<file path="src/rtl/audio_i2s_tx.sv">
// audio_i2s_tx: I2S serializer with one-pair holding register; AUDIO_I2S_TX_MUTE_ON_UNDERRUN_EN mutes on underrun
module audio_i2s_tx #(
  parameter int SAMPLE_W = 16,
  parameter int BCLK_DIV = 4
) (
  input  logic                pxlClk,
  input  logic                rst,
  input  logic [SAMPLE_W-1:0] sampleL,
  input  logic [SAMPLE_W-1:0] sampleR,
  input  logic                sampleValid,
  output logic                sampleReady,
  output logic                BCLK,
  output logic                LRCK,
  output logic                SDAT,
  output logic                underrun
);
  localparam int FW = 2 * SAMPLE_W;
  localparam int DW = (BCLK_DIV > 1) ? $clog2(BCLK_DIV) : 1;
  localparam int SW = $clog2(FW);
  logic [DW-1:0] div_cnt, div_nxt;
  logic [SW-1:0] slot, slot_nxt;
  logic [FW-1:0] frame, frame_nxt, hold, hold_nxt;
  logic full, full_nxt, bclk_nxt, ur_nxt, wrap, fall, load, acc;
  // divider, slot advance on falling steps, frame load at slot wrap and holding-register handshake
  always_comb begin
    wrap = div_cnt == DW'(BCLK_DIV - 1);
    fall = wrap && BCLK;
    load = fall && slot == SW'(FW - 1);
    acc = sampleValid && !full;
    div_nxt = wrap ? '0 : div_cnt + DW'(1);
    bclk_nxt = BCLK ^ wrap;
    slot_nxt = fall ? (slot == SW'(FW - 1) ? '0 : slot + SW'(1)) : slot;
`ifdef AUDIO_I2S_TX_MUTE_ON_UNDERRUN_EN
    frame_nxt = load ? (full ? hold : '0) : frame;
`else
    frame_nxt = (load && full) ? hold : frame;
`endif
    ur_nxt = load && !full;
    hold_nxt = acc ? {sampleL, sampleR} : hold;
    full_nxt = acc || (full && !load);
  end
  // state registers; a reset abandons the current frame and discards the held pair
  always_ff @(posedge pxlClk) begin
    if (rst) begin
      div_cnt <= '0;
      BCLK <= 1'b0;
      slot <= SW'(FW - 1);
      frame <= '0;
      hold <= '0;
      full <= 1'b0;
      underrun <= 1'b0;
    end else begin
      div_cnt <= div_nxt;
      BCLK <= bclk_nxt;
      slot <= slot_nxt;
      frame <= frame_nxt;
      hold <= hold_nxt;
      full <= full_nxt;
      underrun <= ur_nxt;
    end
  end
  assign sampleReady = ~full;
  assign SDAT = frame[SW'(FW - 1) - slot];
  assign LRCK = (slot >= SW'(SAMPLE_W - 1)) && (slot <= SW'(FW - 2));
endmodule

</file>
<file path="config.mk">
export PLATFORM = sky130hd
export DESIGN_NAME = audio_i2s_tx
export DESIGN_NICKNAME = d
export VERILOG_FILES = /design/src/rtl/audio_i2s_tx.sv
export SDC_FILE = /design/constraint.sdc
export NUM_CORES = 1
export LEC_CHECK = 0
export BUFFER_PORTS_ARGS = -buffer_cell sky130_fd_sc_hd__buf_4
export CAP_MARGIN = 20
export CORE_AREA = 8 8 80 82
export CTS_BUF_LIST = sky130_fd_sc_hd__clkbuf_16
export CTS_CLUSTER_SIZE = 30
export DETAILED_ROUTE_END_ITERATION = 10
export DIE_AREA = 0 0 88 90
export HOLD_SLACK_MARGIN = 0.08
export PLACE_DENSITY_LB_ADDON = 0.3
export SYNTH_ARGS = -nofsm -noshare
export SYNTH_HDL_FRONTEND = slang
export SYNTH_SLANG_ARGS = --single-unit
</file>
<file path="constraint.sdc">
create_clock -name pxlClk -period 5.45 [get_ports pxlClk]
set_clock_uncertainty 0.05 [all_clocks]
set_input_delay 0.545 -clock pxlClk [delete_from_list [all_inputs] [get_ports pxlClk]]
set_output_delay 0.545 -clock pxlClk [all_outputs]
set_load 0.01 [all_outputs]
</file>
# After elaboration in Yosys (flattened, before gate mapping)
# Cells that the tools add are included.
# totals
register_bits,74
latch_bits,0
mem_bits_rw,0
mem_bits_ro,0
input_bits,35
out_inout_bits,5
elab_cells,31
n_memories,0
# classes
n_addsub,3
n_mul,0
div_mod_pow,0
order_cmp,3
n_eq_ne,2
shifts,0
mux,3
bitwise_logic,2
n_reduce_logical,11
# op_table
op,n
$logic_and 1x1->1,7
$lt 5x6->1 const B,1
$add 5x1->5 const B,1
$bmux 1 s5,1
$eq 5x5->1 const B,1
$ge 5x4->1 const B,1
$le 5x5->1 const B,1
$mux 5,1
$sub 5x5->5 const A,1
$add 2x1->2 const B,1
$eq 2x2->1 const B,1
$logic_not 1->1,2
$reduce_or 2->1,1
$logic_or 1x1->1,1
$mux 1,1
$not 1->1,1
$xor 1x1->1,1

# Logic depth before layout (Yosys ltp)
# logic_depth
ltp_word,6
mapped_depth,9
ltp_nobuf,7

# Least setup slack after synthesis
# Ideal clock, no wire load.
# synth_timing
path_type,register to output
from,register slot[1]
to,output port SDAT
t_arrival_ns,1.380
t_required_ns,4.855
slack_ns,3.475
path_stages_with_launch,5
n_path_buf,0
cell_sequence,dfxtp_1 > mux4_1 > mux2_2 > nand2_1 > a32oi_1
# synth_via
elab_chain_cells,3
# synth_rtl
item,line,source
start: declaration,21,"logic [SW-1:0] slot, slot_nxt;"
start signal: assignment,47,slot <= SW'(FW - 1);
start signal: assignment,55,slot <= slot_nxt;
$sub 5x5->5,63,assign SDAT = frame[SW'(FW - 1) - slot];
$bmux 1 s5,63,
$mux 1 (implied by the code),63,
end: declaration,14,"output logic SDAT,"
# No other way between the ends. The select of a mux whose other input is x is not followed.

# Worst setup path after layout
# layout_timing
from,register slot[3]
to,output port SDAT
# The elaborated chain is that of the path after synthesis.

==> flow_metrics.tcl <==
set metrics [dict create \
    combinationalPowerShare_pct 5.3 \
    globalplace.congestion 0.787 \
    swShare_pct 20.8 \
    postSynthNetCount 395 \
    sequential_element_share_of_the_synthesized_area_pct 50.0 \
    synthesis.instances 355 \
    ctsResizeCount 0 \
    cts_htree_levels 3 \
    timing.critical_path.cells "mux4_2, a2111oi_2, a32oi_1, buf_4" \
    cts_setup_buffers 0 \
    placed_cells_incl_taps 442 \
    mappedNetlistArea_mm2 0.00296 \
    finalSetupTns_ps 0 \
    arrival_ps 2260 \
    final-max-slew-violation-count 0 \
    setup.worst_path.start_class "flip-flop" \
    critical_path.slowest_cell "sky130_fd_sc_hd__dfxtp_1" \
    slew_headroom_pct 28.7 \
    initial_core_util_pct 56.5 \
    post-route-drc-count 0 \
    crit_end "SDAT" \
    power_report.internal_total_w 0.000985 \
    ir_worst_vdd_mv 0.210 \
    clock_transition_at_path_regs_ps 50 \
    max_freq_ghz 0.350 \
    setup.worst_path.start "slot[3]" \
    timing.final.setup_violations 0 \
    finalWirelength_um 6210 \
    antenna_found_initial 0 \
    number_of_global_route_vias_before_repair 2316 \
    n_antenna_cell 0 \
    route.antenna.remaining_nets 0 \
    timing.hold.worst.class "flip-flop to flip-flop" \
    ff2ff_setup_slack_ps 2800 \
    setup.worst_path.end_class "output pin" \
    die_w_um 88 \
    worstSetupPathDepth 4 \
    grtUsageTotal_pct 16.4 \
    cts_root_buffer "sky130_fd_sc_hd__clkbuf_16" \
    worstReg2RegEnd "frame[25]" \
    timing.critical_path.required_ps 4860 \
    crit_buf_inv 1 \
    dieArea_mm2 0.00792 \
    grt_remaining_overflow 0 \
    worst-r2r-cell-count 8 \
    io_buffer_count 39 \
    period_share_pct 52.4 \
    timing.critical_path.max_delay_family "flip-flops" \
    dieHeight_um 90 \
    routed_via_density 5.22 \
    grt_max_degree 75 \
    seq_area_mm2 0.00148 \
    num_vias 2395 \
    hold_viol 0 \
    power.density_cell_area_mw_per_mm2 350 \
    post_layout_nonfiller_instances 459 \
    numCtsBuffers 9 \
    hpwlAfterDp_um 3880 \
    floorplan.core_area_mm2 0.00524 \
    grt_first_pass_wirelength_um 10500 \
    firstDrtPassIters 4 \
    multiInputGateArea_mm2 0.00133 \
    status "finished, final reports clean" \
    met1_track_utilization_from_global_routing_pct 19.3 \
    critPathMaxFanout 16 \
    wl_per_cell_um 13.5 \
    unrepaired_setup_endpoints_after_global_routing "false" \
    layout.cells.most_common "sky130_fd_sc_hd__nand2_1" \
    drt_iter0_drc 139 \
    num_io_pins 40 \
    layout.cells.most_common_list "sky130_fd_sc_hd__nand2_1 (133), sky130_fd_sc_hd__dfxtp_1 (74), sky130_fd_sc_hd__a21oi_1 (65)" \
    timing_worst_setup_path_type "flip-flop to output pin" \
    tritoncts "built" \
    synth.distinct_cells 38 \
    max_slew.worst_pin.slew_ps 1070 \
    relative_contribution_of_sequential_cells_to_total_power_pct 45.7 \
    filler_cell_count 418 \
    clock_power_share_pct 49.0 \
    clockBufferDepth 2 \
    power.static_leakage_nw 1.37 \
    gr-usage-met2_pct 26.8 \
    gr-max-usage-layer "met2" \
    yosysWarningCount 0 \
    final_layout_size_suffix_gt1_share_pct 17.1 \
    max_cap_violations 0 \
    core.rowCount 27 \
    hold_buffers 0 \
    ys_ff_latch 74 \
    crit_path_max_incr_delay_ps 710 \
    grtUsageMet3_pct 3.64 \
    layout_net_count 422 \
    critical_path.reg2reg.startpoint "slot[1]" \
    holdWs_ps 393 \
    worst_skew_pair.late_latency_ps 330 \
    synth_area_per_cell_um2 8.34 \
    layout-area-overhead-vs-synth_pct 20.0 \
    period_needed_ps 2850 \
    net-switching-power_w 0.000258 \
    clock_sinks 74 \
]
## power by group through the flow
stage | clock network, W | logic [W] | registers (W)
after floorplan | 0 | 0.0000393 | 0.000577
after global placement | 0 | 0.0000641 | 0.000579
after detailed placement | 0 | 0.0000661 | 0.000580
after CTS | 0.000617 | 0.0000668 | 0.000568
after global routing | 0.000638 | 0.0000744 | 0.000570
final | 0.000609 | 0.0000657 | 0.000568
## sequential cells by signal (all words and copies together), names as in the netlist
signal,cells
full,1
slot,5
div_cnt,2
frame,32
hold,32
BCLK,1
underrun,1
## cell usage after synthesis, drive strengths merged
master	number	share of area [%]
nor4	1	0.21
mux4	5	4.1
ha	5	2.1
nor2	5	0.63
nor4b	2	0.59
a211o	1	0.30
nand3	1	0.17
a31oi	1	0.21
mux2	2	0.76
inv	3	0.38
nor3	6	1.0
nand2	133	17
a211oi	2	0.51
dlymetal6s2s	1	0.42
nand2b	1	0.21
buf	9	1.9
dfxtp	74	50
nor3b	1	0.25
a32oi	1	0.30
o21ai	4	0.68
a21oi	65	11
a221o	3	1.0
o31ai	1	0.25
bufbuf	1	0.63
and3	2	0.42
nand3b	1	0.25
nor2b	3	0.63
and2b	1	0.34
mux2i	4	1.4
a2111oi	1	0.51
clkbuf	15	1.9
## kinds of logic (layout without fill, tap and decap cells)
family                   Yosys count  count (layout)  synth area share [%]
AND/OR/NAND/NOR                  157             157                  21.6
AO/OA/AOI/OAI                     79              79                  14.8
flip-flops                        74              74                  50.0
buffers and inverters             29              61                  5.24
multiplexers                      11              11                  6.26
adder cells (fa/ha/maj)            5               5                  2.11
## routing by layer
metal | part of all wire, % | routed length, µm | up-vias
met4 | 1.6 | 102 | 0
met2 | 49 | 3070 | 46
met5 | 0 | 0 | -
met1 | 45 | 2780 | 1101
li1 | - | - | 1240
met3 | 4.1 | 255 | 8
## metrics by stage
step / utilization, % / cell area, µm² / setup WS (ps) / power, W
3_3_place_gp: 61.3 / 3210 / 2670 / 0.000643
5_1_grt: 67.8 / 3550 / 2520 / 0.00128
6_report: 67.8 / 3550 / 2600 / 0.00124
4_1_cts: 67.6 / 3540 / 2560 / 0.00125
2_1_floorplan: - / 2960 / 3470 / 0.000616
3_5_place_dp: 61.6 / 3230 / 2550 / 0.000646
## worst min path at each step
| stage | startpoint | end | slack [ps] | cells past startpoint |
|---|---|---|---|---|
| 2_1_floorplan | div_cnt[0] | div_cnt[0] | 360 | 1 |
| 3_3_place_gp | div_cnt[0] | div_cnt[0] | 370 | 1 |
| 3_5_place_dp | div_cnt[0] | div_cnt[0] | 380 | 1 |
| 4_1_cts | div_cnt[0] | div_cnt[0] | 390 | 1 |
| 5_1_grt | hold[28] | frame[28] | 420 | 2 |
| 6_report | div_cnt[0] | div_cnt[0] | 390 | 1 |
## area by class of cell
class                           instances  share of cell area (%)
Inverter                                3                   0.317
Multi-Input combinational cell        252                    37.4
Timing Repair Buffer                   42                    9.30
Tap cell                               72                    2.54
Clock buffer                            9                    6.34
Clock inverter                          7                    2.40
Sequential cell                        74                    41.7
Note: power is estimated with default switching activity, not from simulation.
